[src/rtl/ula_seq.sv]
// Registered ALU: single-cycle ADD/SUB/CMP/SIP/AND/OR/XOR, shift-add MUL over WIDTH cycles.
// State | meaning: S_IDLE | accept start, single-cycle ops complete here; S_MUL | shift-add in progress
module ula_seq #(
  parameter int WIDTH = 8
) (
  input  logic             clk,
  input  logic             rst_n,
  input  logic             start,
  input  logic [2:0]       UlaOp,
  input  logic [WIDTH-1:0] Dado1,
  input  logic [WIDTH-1:0] Dado2,
  output logic             busy,
  output logic             done,
  output logic [WIDTH-1:0] Resultado,
  output logic             Zero,
  output logic             Carry
);

  localparam int CW = $clog2(WIDTH + 1);

  localparam logic [2:0] OP_ADD = 3'b000;
  localparam logic [2:0] OP_SUB = 3'b001;
  localparam logic [2:0] OP_CMP = 3'b010;
  localparam logic [2:0] OP_SIP = 3'b011;
  localparam logic [2:0] OP_AND = 3'b100;
  localparam logic [2:0] OP_OR  = 3'b101;
  localparam logic [2:0] OP_XOR = 3'b110;
  localparam logic [2:0] OP_MUL = 3'b111;

  typedef enum logic {S_IDLE, S_MUL} state_t;

  state_t               r_state, w_state;
  logic [WIDTH-1:0]     r_res, w_res;
  logic                 r_zero, w_zero;
  logic                 r_carry, w_carry;
  logic                 r_done, w_done;
  logic [2*WIDTH-1:0]   r_mcand, w_mcand;
  logic [WIDTH-1:0]     r_mplier, w_mplier;
  logic [2*WIDTH-1:0]   r_acc, w_acc;
  logic [CW-1:0]        r_cnt, w_cnt;

  logic [WIDTH:0]       w_sum;
  logic [WIDTH:0]       w_diff;
  logic [WIDTH-1:0]     w_alu_res;
  logic                 w_alu_carry;
  logic [2*WIDTH-1:0]   w_acc_step;

  assign w_sum      = {1'b0, Dado1} + {1'b0, Dado2};
  assign w_diff     = {1'b0, Dado1} - {1'b0, Dado2};
  assign w_acc_step = r_acc + (r_mplier[0] ? r_mcand : '0);

  always_comb begin
    w_alu_res   = r_res;
    w_alu_carry = 1'b0;
    case (UlaOp)
      OP_ADD:  begin w_alu_res = w_sum[WIDTH-1:0];  w_alu_carry = w_sum[WIDTH];  end
      OP_SUB:  begin w_alu_res = w_diff[WIDTH-1:0]; w_alu_carry = w_diff[WIDTH]; end
      OP_SIP:  w_alu_res = Dado1[0] ? '0 : '1;
      OP_AND:  w_alu_res = Dado1 & Dado2;
      OP_OR:   w_alu_res = Dado1 | Dado2;
      OP_XOR:  w_alu_res = Dado1 ^ Dado2;
      default: w_alu_res = r_res;
    endcase
  end

  always_comb begin
    w_state  = r_state;
    w_res    = r_res;
    w_zero   = r_zero;
    w_carry  = r_carry;
    w_done   = 1'b0;
    w_mcand  = r_mcand;
    w_mplier = r_mplier;
    w_acc    = r_acc;
    w_cnt    = r_cnt;
    case (r_state)
      S_IDLE: begin
        if (start) begin
          if (UlaOp == OP_MUL) begin
            w_mcand  = {{WIDTH{1'b0}}, Dado1};
            w_mplier = Dado2;
            w_acc    = '0;
            w_cnt    = CW'(WIDTH);
            w_state  = S_MUL;
          end else begin
            // CMP only touches the flags; Resultado keeps the previous value
            if (UlaOp == OP_CMP) begin
              w_zero  = (Dado1 == Dado2);
              w_carry = w_diff[WIDTH];
            end else begin
              w_res   = w_alu_res;
              w_zero  = (w_alu_res == '0);
              w_carry = w_alu_carry;
            end
            w_done = 1'b1;
          end
        end
      end
      S_MUL: begin
        w_acc    = w_acc_step;
        w_mcand  = r_mcand << 1;
        w_mplier = r_mplier >> 1;
        w_cnt    = r_cnt - CW'(1);
        if (r_cnt == CW'(1)) begin
          w_res   = w_acc_step[WIDTH-1:0];
          w_zero  = (w_acc_step[WIDTH-1:0] == '0);
          w_carry = |w_acc_step[2*WIDTH-1:WIDTH];
          w_done  = 1'b1;
          w_state = S_IDLE;
        end
      end
      default: w_state = S_IDLE;
    endcase
  end

  always_ff @(posedge clk or negedge rst_n) begin
    if (!rst_n) begin
      r_state  <= S_IDLE;
      r_res    <= '0;
      r_zero   <= 1'b0;
      r_carry  <= 1'b0;
      r_done   <= 1'b0;
      r_mcand  <= '0;
      r_mplier <= '0;
      r_acc    <= '0;
      r_cnt    <= '0;
    end else begin
      r_state  <= w_state;
      r_res    <= w_res;
      r_zero   <= w_zero;
      r_carry  <= w_carry;
      r_done   <= w_done;
      r_mcand  <= w_mcand;
      r_mplier <= w_mplier;
      r_acc    <= w_acc;
      r_cnt    <= w_cnt;
    end
  end

  assign busy      = (r_state == S_MUL);
  assign done      = r_done;
  assign Resultado = r_res;
  assign Zero      = r_zero;
  assign Carry     = r_carry;

endmodule

[config.mk]
export PLATFORM = sky130hd
export DESIGN_NAME = ula_seq
export DESIGN_NICKNAME = d
export VERILOG_FILES = /design/src/rtl/ula_seq.sv
export SDC_FILE = /design/constraint.sdc
export NUM_CORES = 1
export LEC_CHECK = 0
export ABC_AREA = 1
export BUFFER_PORTS_ARGS = -buffer_cell sky130_fd_sc_hd__buf_2
export CAP_MARGIN = 15
export CORE_ASPECT_RATIO = 0.75
export CORE_MARGIN = 2
export CORE_UTILIZATION = 48
export DETAILED_ROUTE_END_ITERATION = 12
export PLACE_DENSITY = 0.62
export SETUP_SLACK_MARGIN = 0.15
export SKIP_LAST_GASP = 1
export SLEW_MARGIN = 5
export SYNTH_ARGS = -nofsm -noshare
export SYNTH_HDL_FRONTEND = slang
export SYNTH_SLANG_ARGS = --single-unit
[constraint.sdc]
create_clock -name clk -period 2.9 [get_ports clk]
set_input_delay 0.435 -clock clk [delete_from_list [all_inputs] [get_ports clk]]
set_output_delay 0.435 -clock clk [all_outputs]
set_load 0.005 [all_outputs]
==> flow_summary.ini, run 1 <==
[outcome]
status = complete, no violations

[synthesis]
synth_ff_type = dfrtp_1
synth_cells = 663
synth_top_family_by_area = simple AND/OR/NAND/NOR gates
syn-num-nets = 730
synthSimpleGateAreaFrac = 0.312
ys_warn_count = 0
syn_avg_cell_area_um2 = 7.01
ys_ff_latch = 56
synth-async-reset-ratio = 1.00
syn_area_um2 = 4650
synth_fa_ha_area_frac = 0.126
synth_compound_area_frac = 0.121
yosysSeqAreaShare = 0.302
synth_xor_area_frac = 0.0207
synth_mux_area_frac = 0
synth_cell_types = 44
synth_edf_count = 0

[finish]
fillCellCount = 989
final_area_um2 = 5060
antenna_cells = 0
drive_gt1_frac = 0.116
syn_to_final_growth_pct = 8.89
mostFrequentLayoutCells = nand2_1, inv_1, nor2_1, nand3_1, dfrtp_1
instances_no_fill = 822
final_common_cell = nand2_1
nets = 756

[route]
firstDrtPassIters = 5
vias = 4479
wirelength_mm = 13.8
antenna_left = 0
viasPerCell = 5.45
drcViolationCount = 0
wl_per_cell_um = 16.7
drtIter0Drc = 459

[floorplan]
start_util = 0.487
fp.dieArea_um2 = 10500
dieHeight_um = 89.2
io_pins = 34
coreArea_um2 = 9540
die_w_um = 118
rows = 31

[global_route]
grt_overflow = 0
grt_pass1_vias = 4047
grt_pass1_wl_mm = 21.9
grt_use_total = 0.272
antenna_found_initial = 0
grt_max_degree = 32

[place]
placed_cell_area_um2 = 4880
pre_cts_ws_ns = 0.286
io_buffers = 33
hpwlAfterDp_mm = 10.9
placed_cells = 812
gp_congestion = 0.993

[sta]
worst_slew_pin_slew_ns = 0.713
rsz0062_at_grt = false
fin_ws_ns = 0.339
max_slew_margin = 0.525
slew_violations = 0
finalHoldViolCount = 0
final.setup.tns_ns = 0
clock.fmax_ghz = 0.390
setup_viol = 0
clock_skew_ns = 0.00832
finalCritPeriodShare = 0.883
post-route-min-period_ns = 2.56

[worst_setup_path]
crit_buf_inv = 1
cp_top_family = simple AND/OR/NAND/NOR gates
crit_slowest_cell = fa_1
cp.arrival_ns = 2.76
cpMostUsedCell = nand2_1
start_kind = register
endpoint_kind = register
path_class = reg2reg
crit_chain = nand2_1 -> inv_1 -> ha_1 -> fa_1 -> nand3_1 -> nand2_1 -> a21oi_4 -> nor2_1 -> nor2_1 -> xor2_1 -> nand2_1 -> nor2_1 -> nand3_1 -> nand2_1 -> a21oi_2
cpPeakStageDelay_ns = 0.42
cp.required_ns = 3.10
cp_max_fo = 4

[min_path]
hp-class = in2async

[pwr]
p_per_area_nw_per_um2 = 1040
combPwrFrac = 0.610
p_clk_frac = 0.121
internal_power_mw = 2.66
net-switching-power_mw = 2.58
seqPwrFrac = 0.269
leakage_nw = 2.71
p_total_mw = 5.24
max-vdd-ir-drop_uv = 428
netSwitchingFraction = 0.492

[clocking]
cts_buffers = 5
cts_root_buf = clkbuf_16
htree_levels = 2
clockBufferDepth = 2
cts_tree = built
clock-sinks = 56
cts-hold-fix-buffers = 0
clock_latency_ns = 0.31
clkTransAtPathRegs_ns = 0.08

[flow_run]
max-cap-violations = 0
-- Yosys cell counts (4+ instances only) --
| cell | n | area [um^2] |
|---|---|---|
| xor2_1 | 11 | 96.3 |
| buf_4 | 6 | 45.0 |
| dfrtp_1 | 56 | 1400 |
| inv_2 | 7 | 26.3 |
| clkbuf_1 | 8 | 30.0 |
| nand4_1 | 10 | 62.6 |
| nor2_1 | 73 | 274 |
| o22ai_1 | 22 | 138 |
| buf_2 | 6 | 30.0 |
| a21oi_1 | 18 | 90.1 |
| nor3_1 | 5 | 25.0 |
| o21ai_0 | 21 | 105 |
| a31oi_1 | 9 | 56.3 |
| nand2_1 | 144 | 541 |
| nand2_2 | 4 | 25.0 |
| a21oi_2 | 5 | 43.8 |
| inv_1 | 101 | 379 |
| ha_1 | 42 | 526 |
| or2_2 | 5 | 31.3 |
| nand3_1 | 72 | 360 |
-- stage by stage --
step,util,hold WS (ns)
global placement,0.512,0.462
CTS,0.528,0.202
finish,0.530,0.176
floorplan,-,0.139
detailed placement,0.512,0.473
global route,0.530,0.238
-- power groups by stage --
stage	clock, mW	sequential (mW)	combinational [mW]
detailed placement	0	1.42	3.06
global route	0.686	1.46	3.65
finish	0.634	1.41	3.20
CTS	0.650	1.41	3.07
floorplan	0	1.35	2.32
global placement	0	1.41	3.02
-- flip-flops by register name, indices dropped and copies added (netlist names) --
register,flops
Carry,1
Resultado,8
Zero,1
busy,1
done,1
r_acc,16
r_cnt,4
r_mcand,16
r_mplier,8
-- per-layer routing --
layer | part of all wire | track usage | vias up | wire length [um]
li1 | - | - | 2203 | -
met1 | 0.51 | 0.437 | 2076 | 7050
met2 | 0.39 | 0.376 | 182 | 5340
met3 | 0.090 | 0.0523 | 18 | 1240
met4 | 0.010 | 0.0416 | 0 | 143
met5 | 0 | 0 | - | 0
-- path summary, 6_finish.rpt --
check / slack (ns) / end / from / cells after the start
max: 0.34 / Carry$_DFFE_PN0P_ / r_mcand[0]$_DFFE_PN0P_ / 15
min: 0.18 / Resultado[4]$_DFFE_PN0P_ / rst_n / 1
max reg2reg: 0.34 / Carry$_DFFE_PN0P_ / r_mcand[0]$_DFFE_PN0P_ / 15
min reg2reg: 0.49 / r_cnt[3]$_DFFE_PN0P_ / r_cnt[3]$_DFFE_PN0P_ / 1
max in group asynchronous: 2.01 / r_mplier[5]$_DFFE_PN0P_ / rst_n / 2
min in group clk: 0.45 / r_mplier[3]$_DFFE_PN0P_ / Dado2[3] / 3
-- kinds of logic (layout without fill, tap and decap cells) --
| family | count (synthesis) | after routing |
|---|---|---|
| flops | 56 | 56 |
| fa+ha+maj | 45 | 45 |
| compound gates | 91 | 91 |
| xor+xnor | 11 | 11 |
| buf+inv | 131 | 158 |
| simple gates | 329 | 329 |
-- timing repair --
action | CTS | global route
gates resized for setup | 0 | 1
buffers inserted | 0 | 2
hold endpoints to repair | 0 | 0
setup endpoints to repair | 0 | 1
-- area by class of cell --
cell class	instances	area, um^2	area share
timing repair buffer	42	233	0.0460
tap	132	165	0.0326
multi-input combinational	476	2700	0.534
clock inverter	3	26.3	0.00519
clock buffer	5	125	0.0247
inverter	108	405	0.0801
sequential	56	1400	0.277
Power figures use the tool's default switching activity.
==> run 2, diff against run 1 <==
--- a/config.mk
+++ b/config.mk
@@ -11,11 +11,11 @@
 export CORE_ASPECT_RATIO = 0.75
 export CORE_MARGIN = 2
 export CORE_UTILIZATION = 48
+export CTS_BUF_LIST = sky130_fd_sc_hd__clkbuf_8
 export DETAILED_ROUTE_END_ITERATION = 12
 export PLACE_DENSITY = 0.62
 export SETUP_SLACK_MARGIN = 0.15
 export SKIP_LAST_GASP = 1
-export SLEW_MARGIN = 5
 export SYNTH_ARGS = -nofsm -noshare
 export SYNTH_HDL_FRONTEND = slang
 export SYNTH_SLANG_ARGS = --single-unit
==> flow_summary.ini, run 2 (synthesis gave the netlist of run 1 again) <==
[finish]
instances_no_fill = 820
syn_to_final_growth_pct = 7.35
final_area_um2 = 4990
mostFrequentLayoutCells = nand2_1, inv_1, nor2_1, nand3_1, dfrtp_1
largestRegisters = r_acc (16), r_mcand (16)
antenna_cells = 0
multiInputGateArea_um2 = 2700
fillCellCount = 998
final_common_cell = nand2_1
nets = 754
utilization = 0.523
drive_gt1_frac = 0.113
seq_area_um2 = 1400

[flow_run]
max-cap-violations = 0

[worst_setup_path]
crit_chain = nand2_1 -> inv_1 -> ha_1 -> fa_1 -> nand3_1 -> nand2_1 -> a21oi_4 -> nor2_1 -> nor2_1 -> xor2_1 -> nand2_1 -> nor2_1 -> nand3_1 -> nand2_1 -> a21oi_2
cp.required_ns = 3.13
path_class = reg2reg
cp_max_fo = 4
start_kind = register
endpoint_kind = register
crit_slowest_cell = fa_1
cpMostUsedCell = nand2_1
r2r_slack_ns = 0.35
cpPeakStageDelay_ns = 0.42
cp.arrival_ns = 2.78

[floorplan]
dieHeight_um = 89.2
coreArea_um2 = 9540
die_w_um = 118
io_pins = 34
rows = 31
fp.dieArea_um2 = 10500
start_util = 0.487

[clocking]
cts_tree = built
htree_levels = 2
clock_latency_ns = 0.33
clock-sinks = 56
cts_buffers = 5
cts_root_buf = clkbuf_8
clkTransAtPathRegs_ns = 0.11
cts_setup_buffers = 0
cts-hold-fix-buffers = 0
clockBufferDepth = 2

[global_route]
antenna_found_initial = 0
grt_max_degree = 32
grt_pass1_wl_mm = 21.9
grt_pass1_vias = 4036
grt_overflow = 0
grt_use_total = 0.271

[route]
antenna_left = 0
wl_per_cell_um = 16.7
drcViolationCount = 0
viasPerCell = 5.44
firstDrtPassIters = 5
drtIter0Drc = 484
wirelength_mm = 13.7
vias = 4460

[min_path]
hp-class = in2async

[place]
placed_cell_area_um2 = 4880
gp_congestion = 0.993
placed_cells = 812
io_buffers = 33
hpwlAfterDp_mm = 10.9

[sta]
slew_violations = 0
whs_ns = 0.143
finalHoldViolCount = 0
max_slew_margin = 0.527
setup_viol = 0
final.setup.tns_ns = 0
post-route-min-period_ns = 2.55
finalCritPeriodShare = 0.880
worst_slew_pin_slew_ns = 0.710
clock.fmax_ghz = 0.392
rsz0062_at_grt = false
clock_skew_ns = 0.00739

[pwr]
max-vdd-ir-drop_uv = 429
leakage_nw = 2.67
p_per_area_nw_per_um2 = 1000

[outcome]
status = complete, no violations
run 2: cell count changes in the layout (fill, tap and decap cells not counted), sizes merged:
cell,before,now
buf,42,40
run 2: timing repair:
item	4_1_cts	5_1_grt
resized for setup	0	1
hold endpoints to repair	0	0
endpoints found under the setup margin	0	1
run 2: layer usage:
layer | track usage | up-vias | routed length, um
li1 | - | 2200 | -
met1 | 0.437 | 2068 | 7020
met2 | 0.374 | 179 | 5320
met3 | 0.0542 | 13 | 1220
met4 | 0.0350 | 0 | 106
met5 | 0 | - | 0
run 2: worst paths after layout:
path                                             start                        to  cells after the start
worst max register to register  r_mcand[0]$_DFFE_PN0P_         Carry$_DFFE_PN0P_                     15
worst min-delay path                             rst_n  Resultado[4]$_DFFE_PN0P_                      1
max in group asynchronous                        rst_n   r_mplier[5]$_DFFE_PN0P_                      2
worst min register to register    r_cnt[3]$_DFFE_PN0P_      r_cnt[3]$_DFFE_PN0P_                      1
worst max-delay path            r_mcand[0]$_DFFE_PN0P_         Carry$_DFFE_PN0P_                     15
min in group clk                              Dado2[3]   r_mplier[3]$_DFFE_PN0P_                      3
run 2: critical path, delay by kind of cell, from the launching register on:
kind,cells,cell delay (ns)
fa+ha+maj,2,0.66
compound gates,2,0.26
xor+xnor,1,0.20
buf+inv,1,0.06
flops,1,0.40
simple gates,9,0.88
run 2: area by class of cell:
| cell class | instances | area share |
|---|---|---|
| multi-input cells | 476 | 0.542 |
| flip-flops and latches | 56 | 0.281 |
| inverters | 108 | 0.0813 |
| repair buffers | 40 | 0.0437 |
| well taps | 132 | 0.0331 |
| clock buffers | 5 | 0.0138 |
| clock inverters | 3 | 0.00527 |
run 2: where the power goes:
part	internal, mW	switching, mW	total (mW)
Sequential	1.16	0.250	1.41
Combinational	1.12	2.00	3.12
Clock	0.176	0.287	0.464
run 2: per-stage QoR:
step / power [mW] / setup slack, ns
final: 4.99 / 0.348
after global placement: 4.43 / 0.210
after floorplan: 3.67 / 0.551
after global routing: 5.54 / 0.147
after detailed placement: 4.47 / 0.286
after CTS: 4.95 / 0.344
